[src/rtl/uart_rx_packetizer.sv]
// rtl/uart_rx_packetizer.sv - frames a UART byte stream (SYNC, LEN, payload) into a buffered output packet
// Optional trailing XOR check byte: define UART_RX_PACKETIZER_CHECKSUM_EN.
module uart_rx_packetizer #(
  parameter logic [7:0] SYNC_BYTE    = 8'hA5,
  parameter int         MAX_LEN      = 16,
  parameter int         TIMEOUT_CLKS = 50000
) (
  input  logic       clk,
  input  logic       rst,
  input  logic       rx_valid,
  input  logic [7:0] rx_data,
  output logic       out_valid,
  output logic [7:0] out_data,
  output logic       out_last,
  input  logic       out_ready,
  output logic       err,
  output logic [1:0] err_code
);

  localparam int AW = (MAX_LEN > 1) ? $clog2(MAX_LEN) : 1;
  localparam int TW = (TIMEOUT_CLKS > 1) ? $clog2(TIMEOUT_CLKS) : 1;
  localparam logic [TW-1:0] TMO_LAST = TW'(TIMEOUT_CLKS - 1);
  localparam logic [7:0]    MAX_L    = 8'(MAX_LEN);

  localparam logic [1:0] ERR_OVERRUN = 2'd0;
  localparam logic [1:0] ERR_CHECK   = 2'd1;
  localparam logic [1:0] ERR_LEN     = 2'd2;
  localparam logic [1:0] ERR_TIMEOUT = 2'd3;

  typedef enum logic [2:0] {
    IDLE,
    LEN,
    PAYLOAD,
`ifdef UART_RX_PACKETIZER_CHECKSUM_EN
    CHECK,
`endif
    DRAIN
  } state_t;

  state_t state, next_state;

  logic [7:0]    len;
  logic [7:0]    wr_idx;
  logic [7:0]    rd_idx;
  logic [7:0]    rd_next;
  logic [TW-1:0] tmo_cnt;
  logic [7:0]    buffer [0:(2**AW)-1];
`ifdef UART_RX_PACKETIZER_CHECKSUM_EN
  logic [7:0]    csum;
`endif

  logic       timed;
  logic       tmo_hit;
  logic       err_fire;
  logic [1:0] err_cause;
  logic       wr_en;
  logic       enter_drain;
  logic       xfer;
  logic [7:0] first_byte;
  logic [7:0] next_byte;

  assign timed   = (state != IDLE) && (state != DRAIN);
  assign tmo_hit = timed && (tmo_cnt == TMO_LAST);
  assign xfer    = out_valid && out_ready;
  assign rd_next = rd_idx + 8'd1;

  // Without a check byte, DRAIN is entered on the edge that writes the last
  // payload byte, so a 1-byte packet must bypass the buffer.
  assign first_byte = (state == PAYLOAD && wr_idx == 8'd0) ? rx_data : buffer[0];
  assign next_byte  = buffer[rd_next[AW-1:0]];

  always_ff @(posedge clk or posedge rst) begin
    if (rst) state <= IDLE;
    else     state <= next_state;
  end

  always_comb begin
    next_state  = state;
    err_fire    = 1'b0;
    err_cause   = ERR_OVERRUN;
    wr_en       = 1'b0;
    enter_drain = 1'b0;
    case (state)
      IDLE: begin
        if (rx_valid && rx_data == SYNC_BYTE) next_state = LEN;
      end
      LEN: begin
        if (rx_valid) begin
          if (rx_data == 8'd0 || rx_data > MAX_L) begin
            err_fire   = 1'b1;
            err_cause  = ERR_LEN;
            next_state = IDLE;
          end else begin
            next_state = PAYLOAD;
          end
        end else if (tmo_hit) begin
          err_fire   = 1'b1;
          err_cause  = ERR_TIMEOUT;
          next_state = IDLE;
        end
      end
      PAYLOAD: begin
        if (rx_valid) begin
          wr_en = 1'b1;
          if (wr_idx == len - 8'd1) begin
`ifdef UART_RX_PACKETIZER_CHECKSUM_EN
            next_state = CHECK;
`else
            next_state  = DRAIN;
            enter_drain = 1'b1;
`endif
          end
        end else if (tmo_hit) begin
          err_fire   = 1'b1;
          err_cause  = ERR_TIMEOUT;
          next_state = IDLE;
        end
      end
`ifdef UART_RX_PACKETIZER_CHECKSUM_EN
      CHECK: begin
        if (rx_valid) begin
          if (rx_data == csum) begin
            next_state  = DRAIN;
            enter_drain = 1'b1;
          end else begin
            err_fire   = 1'b1;
            err_cause  = ERR_CHECK;
            next_state = IDLE;
          end
        end else if (tmo_hit) begin
          err_fire   = 1'b1;
          err_cause  = ERR_TIMEOUT;
          next_state = IDLE;
        end
      end
`endif
      DRAIN: begin
        if (rx_valid) begin
          err_fire  = 1'b1;
          err_cause = ERR_OVERRUN;
        end
        if (xfer && out_last) next_state = IDLE;
      end
      default: next_state = IDLE;
    endcase
  end

  // Payload storage carries no reset: its contents are only read after a full frame.
  always_ff @(posedge clk) begin
    if (wr_en) buffer[wr_idx[AW-1:0]] <= rx_data;
  end

  always_ff @(posedge clk or posedge rst) begin
    if (rst) begin
      len       <= '0;
      wr_idx    <= '0;
      rd_idx    <= '0;
      tmo_cnt   <= '0;
      out_valid <= 1'b0;
      out_data  <= '0;
      out_last  <= 1'b0;
      err       <= 1'b0;
      err_code  <= '0;
`ifdef UART_RX_PACKETIZER_CHECKSUM_EN
      csum      <= '0;
`endif
    end else begin
      err <= err_fire;
      if (err_fire) err_code <= err_cause;

      if (!timed || rx_valid) tmo_cnt <= '0;
      else                    tmo_cnt <= tmo_cnt + TW'(1);

      if (state == LEN && rx_valid) begin
        len    <= rx_data;
        wr_idx <= '0;
`ifdef UART_RX_PACKETIZER_CHECKSUM_EN
        csum   <= rx_data;
`endif
      end

      if (wr_en) begin
        wr_idx <= wr_idx + 8'd1;
`ifdef UART_RX_PACKETIZER_CHECKSUM_EN
        csum   <= csum ^ rx_data;
`endif
      end

      if (enter_drain) begin
        out_valid <= 1'b1;
        out_data  <= first_byte;
        out_last  <= (len == 8'd1);
        rd_idx    <= '0;
      end else if (xfer) begin
        if (out_last) begin
          out_valid <= 1'b0;
          out_last  <= 1'b0;
          out_data  <= '0;
        end else begin
          rd_idx   <= rd_next;
          out_data <= next_byte;
          out_last <= (rd_next == len - 8'd1);
        end
      end
    end
  end

endmodule

[config.mk]
export PLATFORM = sky130hd
export DESIGN_NAME = uart_rx_packetizer
export DESIGN_NICKNAME = d
export VERILOG_FILES = /design/src/rtl/uart_rx_packetizer.sv
export SDC_FILE = /design/constraint.sdc
export NUM_CORES = 1
export LEC_CHECK = 0
export CAP_MARGIN = 0
export CORE_ASPECT_RATIO = 1.5
export CORE_MARGIN = 2
export CORE_UTILIZATION = 50
export CTS_CLUSTER_DIAMETER = 80
export DETAILED_ROUTE_END_ITERATION = 7
export DONT_BUFFER_PORTS = 1
export PLACE_DENSITY = 0.69
export SETUP_SLACK_MARGIN = 0.3
export SYNTH_ARGS = -nofsm -noshare
export SYNTH_HDL_FRONTEND = slang
export SYNTH_SLANG_ARGS = --single-unit
[constraint.sdc]
create_clock -name clk -period 2.3 [get_ports clk]
set_input_delay 0 -clock clk [delete_from_list [all_inputs] [get_ports clk]]
set_output_delay 0 -clock clk [all_outputs]
set_load 0.01 [all_outputs]
==> impl_metrics.csv <==
group,metric,value,unit
status,status,"finished, violations left",
status,violations,"hold timing, setup timing",
cells_and_area,layout.nets,662,
yosys,syn_avg_cell_area,14.3,um2
cells_and_area,drive_above_1_share,0.246,
timing,setup_viol,4,
yosys,synth-seq-cells,184,
power_and_ir_drop,ir_drop,753,uV
timing,tightest_slew,0.864,ns
critical_path,crit_start,"len[0]$_DFFE_PP0P_",
power_and_ir_drop,cellLeakagePower,3.53,nW
timing,fin_crit,2.33,ns
global_route,overflow,0,
yosys,yosys.area.top_type,"edfxtp_1",
run,maxCapViolations,0,
timing,fin_tns_setup,-0.0774,ns
yosys,netlist.area_leader.share,0.466,
critical_path,worstPathMaxFanout,4,
place,gp_congestion,0.857,
yosys,syn-num-nets,598,
yosys,synth_most_common_cell,"edfxtp_1",
place,port-buffer-count,0,
clocking,tritoncts,"built",
floorplanning,die_w,109,um
place,dpl_cell_area,0.00878,mm2
clocking,numCtsBuffers,17,
detailed_routing,drt-pass1-iter-count,4,
place,pre_cts_ws,-0.0213,ns
floorplanning,coreArea,0.0162,mm2
floorplanning,chipHeight,161,um
place,hpwl,12000,um
cells_and_area,finalInstanceArea,0.00980,mm2
critical_path,critPathCaptureType,"register",
global_route,grt_max_degree,26,
detailed_routing,drt_iter0_drc,318,
critical_path,cp.required,2.67,ns
cells_and_area,syn_to_final_growth,18.7,%
clocking,cts_num_sinks,184,
detailed_routing,totalWireLength,19300,um
floorplanning,die_area,0.0176,mm2
global_route,grt_pass1_wl,29000,um
yosys,yosysSeqAreaShare,0.635,
min_path,min_path_type,"primary input to register",
timing,slew_viol_final,0,
timing,slew-limit-headroom,0.422,
global_route,grt_usage,0.230,
critical_path,crit_type,"register to register",
detailed_routing,ant_nets,0,
timing,hold_ws,-0.350,ns
critical_path,critical_path_arrival,2.70,ns
timing,min_period_over_period,1.01,
yosys,synth.cell_area,0.00826,mm2
clocking,cts_root_buf,"clkbuf_16",
floorplanning,start_util,0.510,
critical_path,worst_setup_path_start_kind,"register",
yosys,synth_cells,578,
clocking,holdBufCountCts,12,
yosys,yosysWarnings,0,
timing,fmax,428,MHz
global_route,antenna_found_initial,2,
clocking,htreeDepth,4,
clocking,clock_latency,0.45,ns
detailed_routing,drc,0,
yosys,synthFlopType,"edfxtp_1",
timing,hold_violations,18,
yosys,ys_types,50,
yosys,synthTopCellsByCount,"edfxtp_1, dfrtp_1, nor2_1",
min_path,min_from,"rx_data[3]",
detailed_routing,wl_per_cell,22.4,um
yosys,synth-edff-count,128,
timing,clock_skew,0.00992,ns
global_route,grt_pass1_vias,5228,
critical_path,r2r_start,"len[0]$_DFFE_PP0P_",
timing,setup_ws,-0.0342,ns
floorplanning,io_pins,25,
power_and_ir_drop,pwr_density_cell,829,mW/mm2
detailed_routing,num_vias,5068,
yosys,synthTopCellsByArea,"edfxtp_1, dfrtp_1, mux4_2, mux2i_1, xnor2_1",
floorplanning,rows,57,
clocking,clk_pin_slew,0.08,ns
timing,rsz0062_at_grt,"yes",
detailed_routing,vias_per_cell,5.87,
clocking,clockBufferDepth,2,
yosys,ys_async_sr_fraction,0.304,
[final timing paths]
| path | slack [ns] | depth (start not counted) | to |
|---|---|---|---|
| worst max-delay path | -0.03 | 9 | out_data[4]$_DFFE_PP0P_ |
| worst min-delay path | -0.35 | 0 | buffer[8][3]$_DFFE_PP_ |
| worst max register to register | -0.03 | 9 | out_data[4]$_DFFE_PP0P_ |
| worst min register to register | 0.49 | 1 | tmo_cnt[0]$_DFF_PP0_ |
| max in group asynchronous | 1.28 | 3 | out_valid$_DFFE_PP0P_ |
| min in group asynchronous | 0.08 | 3 | err$_DFF_PP0_ |
[worst max-delay path: stages, from the launching register on]
cell and delay, ns:
dfrtp_2 0.43, inv_2 0.08, ha_4 0.12, or3b_4 0.39, nor3_4 0.20, xnor2_2 0.11
a211oi_2 0.20, and4_4 0.35, clkbuf_16 0.18, mux2i_1 0.19
[layout make-up]
cell class	count	area, um2
fill	1189	6390
timing repair buffer	70	716
inverter	11	41.3
sequential	184	5250
clock inverter	15	156
tap	206	258
antenna	2	5.00
clock buffer	17	425
multi-input combinational	358	2950
[power breakdown]
group          internal (mW)  switching [mW]  total (mW)
Sequential              3.61          0.0977        3.71
Clock                   1.45            1.40        2.84
Combinational          0.845           0.733        1.58
Total                   5.90            2.23        8.13
[placed cells by master (no fill, tap or decap), types with 3 or more instances in the layout]
cell           instances
nor2b_1                9
nor3_1                 6
inv_8                  3
nand3_1               15
nor2_4                 3
clkbuf_16             18
dfrtp_2                3
nand2b_1               4
inv_6                  5
or3_1                  3
nand4_1                6
edfxtp_1             128
a211oi_1              15
nand2_1               52
and3_1                 7
o21ai_0               11
nor2_2                 6
xnor2_1               30
clkinv_8               3
buf_4                 43
buf_12                 8
nor4_1                 3
buf_6                  4
inv_2                  3
nor3_2                 5
mux4_2                32
dfrtp_1               53
mux2i_1               29
xor2_1                19
inv_1                  8
o22ai_1                3
a21oi_1               15
nor2_1                44
dlygate4sd3_1         12
ha_1                   6
[through the flow]
stage / utilization / std cells / total power, mW / hold WS, ns
3_3_place_gp: 0.543 / 802 / 5.17 / -0.147
5_1_grt: 0.605 / 863 / 8.40 / -0.368
4_1_cts: 0.595 / 853 / 8.16 / -0.356
6_report: 0.605 / 863 / 8.13 / -0.350
3_5_place_dp: 0.543 / 802 / 5.20 / -0.142
2_1_floorplan: - / 578 / 4.78 / 0.0989
[logic make-up (layout without fill, tap and decap cells)]
kind of cell / after synthesis / in the layout / share of synthesized area
muxes: 62 / 62 / 0.124
buffers and inverters: 36 / 113 / 0.0249
other: 1 / 3 / 0.000454
adders and majority gates: 8 / 8 / 0.0121
xor gates and xnor gates: 51 / 51 / 0.0541
DFF: 184 / 184 / 0.635
AOI/OAI and AO/OA: 57 / 57 / 0.0444
and+or+nand+nor: 179 / 179 / 0.105
[per-layer routing]
metal | GRT usage | wire [um] | up-vias | part of all wire
met5 | 0 | 16 | - | 0.00083
met4 | 0.0909 | 662 | 2 | 0.034
met3 | 0.0621 | 893 | 36 | 0.046
met2 | 0.408 | 10800 | 123 | 0.56
met1 | 0.257 | 6980 | 2626 | 0.36
li1 | - | - | 2281 | -
[state kept, by name, summed over array words and instances, names as in the netlist]
signal / cells
buffer: 128
tmo_cnt: 16
len: 8
out_data: 8
rd_idx: 8
wr_idx: 8
state: 3
err_code: 2
err: 1
out_last: 1
out_valid: 1
[repair_timing]
action,CTS,global route
buffers inserted,6,7
gates cloned,1,1
hold endpoints to repair,226,17
pin swaps,1,1
gates resized for setup,15,18
setup endpoints to repair,38,150
Note: power is estimated with default switching activity, not from simulation.
